## config.mk

```make
export PLATFORM = sky130hd
export DESIGN_NAME = instr_queue
export DESIGN_NICKNAME = d
export VERILOG_FILES = /design/src/rtl/instr_queue.sv
export SDC_FILE = /design/constraint.sdc
export NUM_CORES = 1
export LEC_CHECK = 0
export BUFFER_PORTS_ARGS = -buffer_cell sky130_fd_sc_hd__buf_2
export CORE_AREA = 8 8 228 230
export CTS_CLUSTER_SIZE = 12
export DETAILED_ROUTE_END_ITERATION = 8
export DIE_AREA = 0 0 236 238
export PLACE_DENSITY = 0.74
export SLEW_MARGIN = 20
export SYNTH_ARGS = -nofsm -noshare
export SYNTH_HDL_FRONTEND = slang
export SYNTH_SLANG_ARGS = --single-unit
```

## constraint.sdc

```tcl
create_clock -name clk_i -period 6.86 [get_ports clk_i]
set_clock_uncertainty 0.1 [all_clocks]
set_input_delay 0.343 -clock clk_i [delete_from_list [all_inputs] [get_ports clk_i]]
set_output_delay 0.343 -clock clk_i [all_outputs]
set_load 0.02 [all_outputs]
```

## src/rtl/instr_queue.sv

```systemverilog
// Fetch-to-decode instruction FIFO; head entry feeds the decoder directly.
// Optional same-cycle bypass when empty: define INSTR_QUEUE_BYPASS_EN.

package tortoise_pkg;

    localparam logic [31:0] ILLEGAL_INSTR = 32'd2;

    typedef struct packed {
        logic [31:0] cause;
        logic [31:0] tval;
        logic        valid;
    } exception_t;

    typedef struct packed {
        logic        valid;
        logic [31:0] predict_address;
    } branchpredict_t;

    typedef struct packed {
        logic [31:0]    addr;
        logic [31:0]    instr;
        branchpredict_t predict;
        exception_t     ex;
        logic           valid;
    } fetch_entry_t;

endpackage

module instr_queue
    import tortoise_pkg::*;
#(
    parameter  int unsigned DEPTH = 4,
    localparam int unsigned CNT_W = $clog2(DEPTH) + 1
) (
    input  logic             clk_i,
    input  logic             rst_ni,
    input  logic             flush_i,
    input  logic             push_valid_i,
    input  fetch_entry_t     fetch_entry_i,
    output logic             push_ready_o,
    output fetch_entry_t     fetch_entry_o,
    output logic             pop_valid_o,
    input  logic             pop_ack_i,
    output logic [CNT_W-1:0] count_o
);

    localparam int unsigned PTR_W = $clog2(DEPTH);

    fetch_entry_t     mem [DEPTH];
    logic [PTR_W-1:0] wr_ptr;
    logic [PTR_W-1:0] rd_ptr;
    logic [CNT_W-1:0] cnt;

    logic full;
    logic empty;
    logic byp;
    logic push;
    logic pop;
    logic wr_en;
    logic rd_en;

    assign full  = (cnt == CNT_W'(DEPTH));
    assign empty = (cnt == '0);

    // Ready depends only on state and flush, never on pop_ack_i.
    assign push_ready_o = rst_ni & ~full & ~flush_i;

`ifdef INSTR_QUEUE_BYPASS_EN
    assign byp = empty & push_valid_i & push_ready_o;
`else
    assign byp = 1'b0;
`endif

    assign pop_valid_o = (~empty & ~flush_i) | byp;

    assign push = push_valid_i & push_ready_o;
    assign pop  = pop_valid_o & pop_ack_i;

    // A bypassed entry consumed in the same cycle never touches storage.
    assign wr_en = push & ~(byp & pop_ack_i);
    assign rd_en = pop & ~byp;

    always_comb begin
        fetch_entry_o       = byp ? fetch_entry_i : mem[rd_ptr];
        fetch_entry_o.valid = pop_valid_o;
    end

    assign count_o = cnt;

    always_ff @(posedge clk_i) begin
        if (wr_en) begin
            mem[wr_ptr] <= fetch_entry_i;
        end
    end

    always_ff @(posedge clk_i or negedge rst_ni) begin
        if (!rst_ni) begin
            wr_ptr <= '0;
            rd_ptr <= '0;
            cnt    <= '0;
        end else if (flush_i) begin
            wr_ptr <= '0;
            rd_ptr <= '0;
            cnt    <= '0;
        end else begin
            if (wr_en) begin
                wr_ptr <= wr_ptr + PTR_W'(1);
            end
            if (rd_en) begin
                rd_ptr <= rd_ptr + PTR_W'(1);
            end
            cnt <= cnt + CNT_W'(wr_en) - CNT_W'(rd_en);
        end
    end

`ifndef SYNTHESIS
    a_push_stable : assert property (
        @(posedge clk_i) disable iff (!rst_ni)
        (push_valid_i && !push_ready_o && !flush_i) |=> (push_valid_i && $stable(fetch_entry_i))
    );

    a_cnt_range : assert property (
        @(posedge clk_i) disable iff (!rst_ni)
        cnt <= CNT_W'(DEPTH)
    );
`endif

endmodule

```

==> flow_summary.yaml <==
synthesis:
  ys_ff_latch: 655
  avgSynthCellArea_um2: 26.7
  netlist_area_mm2: 0.0239
  synth_cells: 894
  yosys_warnings: 0
  ys_top_cells_by_area: "edfxtp_1 (81%), mux4_2 (15%), buf_6 (0.80%), dfrtp_1 (0.73%), buf_2 (0.36%)"
  synth.distinct_cells: 24
  syn-num-nets: 1069
  seq_area_frac_synth: 0.822
  yosys.area.top_type: "edfxtp_1"
  yosysTopAreaCellShare: 0.815
sta:
  hold_ws_ps: 42.5
  post-route-min-period_ps: 3600
  rsz0062_at_grt: "false"
  hold_viol: 0
  finalSetupViolCount: 0
  slew_violations: 0
  max_freq_mhz: 278
  period_share: 0.525
  worstMarginPinSlew_ps: 1200
  max_slew_margin: 0.201
  fin_setup_tns_ps: 0
  layout_setup_ws_ps: 3260
route:
  drc_errors: 0
  wire_per_inst_um: 23.5
  antenna_left: 0
  firstDrtPassIters: 4
  totalWireLength_um: 49400
  vias: 11300
  drt-initial-drc-count: 742
  vias_per_cell: 5.37
global_routing:
  grt_pass1_vias: 12400
  antenna_found_initial: 6
  grt-ovfl-total: 0
  gr-usage-all-layers: 0.175
  grt_pass1_wl_um: 75300
  grt_max_degree: 157
cts:
  post-cts-setup-buffers: 0
  clk_path_buf_depth: 3
  cts.repair.resized: 0
  path_clk_slew_ps: 60
  hold_buffers: 166
  clock-sinks: 655
  cts_buffers: 68
  htree_levels: 3
  clock-root-buffer: "clkbuf_16"
  clk_latency_ps: 590
  cts_tree: "yes"
cells_and_area:
  layout_commonest_cell: "edfxtp_1"
  drive_gt1_frac: 0.403
  finalNetCount: 1612
  layout_common_cells: "edfxtp_1 (648), buf_2 (334), dlygate4sd3_1 (166)"
  utilization: 0.618
  syn2layout_area_growth_pct: 25.1
power:
  power.density_mw_per_mm2: 334
  p_leak_nw: 10.0
  totalPowerFinal_mw: 10.0
  ir_drop_mv: 0.235
critical_path:
  cp_slowest_cell: "buf_4"
  cp_common_cell: "dlygate4sd3_1"
  arrival_ps: 3710
  cp_cell_sequence: "dlygate4sd3_1 -> dlygate4sd3_1 -> buf_2 -> nand2b_4 -> a211oi_4 -> and2_4 -> buf_4"
  worstPathRequired_ps: 6960
  cp_num_buf_inv: 4
  crit_start: "rst_ni"
  crit_type: "input port to flop"
  start_kind: "input port"
  cp_max_fo: 64
  r2r-start: "count_o[1]$_DFF_PN0_"
  crit_family: "buffers and inverters"
  end_kind: "flop"
  slowest_delay_ps: 860
floorplan:
  die_y_um: 238
  core_mm2: 0.0483
  fp-row-count: 81
  die_x_um: 236
  io_pins: 336
  start_util: 0.494
  die-area_mm2: 0.0562
place:
  io_buffers: 334
  gp_congestion: 0.729
  place_hpwl_um: 27300
  dp_slack_ps: 3630
run_status:
  status: "completed"
worst_hold_path:
  hold_start: "pop_ack_i"
  hp-class: "input port to flop"
run:
  cap_violations: 0
-- metrics by stage --
step	cell area (um^2)	std cells
6_report	29900	2101
5_1_grt	29900	2100
4_1_cts	29900	2096
2_1_floorplan	23900	894
3_5_place_dp	26200	1823
3_3_place_gp	26200	1823
-- metal layers --
layer | vias up | wire (um) | share of wire | track usage
li1 | 4971 | - | - | -
met1 | 5866 | 19700 | 0.40 | 0.217
met2 | 369 | 25100 | 0.51 | 0.297
met3 | 81 | 3440 | 0.070 | 0.0557
met4 | 2 | 1160 | 0.023 | 0.0505
met5 | - | 13 | 0.00026 | 0
-- state kept, by name, indices dropped and copies added, names as in the netlist --
name / flops
mem: 648
count_o: 3
rd_ptr: 2
wr_ptr: 2
-- logic make-up after synthesis --
group	synth area share
flip-flops	0.822
multiplexers	0.154
buffers and inverters	0.0136
AND/OR/NAND/NOR	0.00361
adder cells (fa/ha/maj)	0.00398
AO/OA/AOI/OAI	0.00173
XOR/XNOR	0.00147
-- cells in the mapped netlist --
cell type  number
mux4_2        162
xor2_1          3
nor3_1          1
xnor2_1         1
clkbuf_1        1
inv_1           6
a21oi_1         1
and2_1          4
nor2_1          8
mux2_1          1
edfxtp_1      648
nand2b_4        1
buf_6          17
buf_4           3
buf_2          17
nor2b_1         1
a211oi_4        1
ha_1            6
o31ai_1         1
mux2i_1         1
dfrtp_1         7
nand2b_1        1
fa_1            1
o311ai_0        1
-- layout make-up --
class,instances,area [um^2]
flip-flops and latches,655,19600
fillers,3255,18500
multi-input cells,195,3940
repair buffers,511,3470
clock buffers,91,1880
well taps,622,778
clock inverters,16,150
inverters,6,22.5
diodes,5,12.5
-- path summary, 6_finish.rpt --
kind / to / slack, ps / depth (start not counted)
setup / recovery: mem[1][118]$_DFFE_PP_ / 3260 / 7
hold / removal: rd_ptr[0]$_DFFE_PN0P_ / 40 / 4
setup reg to reg: mem[1][118]$_DFFE_PP_ / 3650 / 4
hold reg to reg: wr_ptr[0]$_DFFE_PN0P_ / 450 / 1
max in group asynchronous: rd_ptr[0]$_DFFE_PN0P_ / 5160 / 4
min in group asynchronous: wr_ptr[0]$_DFFE_PN0P_ / 590 / 3
-- tightest hold or removal path, delay by kind of cell --
kind,cells,cell delay (ps)
compound gates,1,90
xor+xnor,1,80
buf+inv,1,110
simple gates,1,70
-- power by group --
group          internal [mW]  leakage [nW]  switching (mW)
sequential              4.52          5.94          0.0842
clock                   1.99         0.981            1.40
combinational          0.893          3.08            1.11
Power figures use the tool's default switching activity.
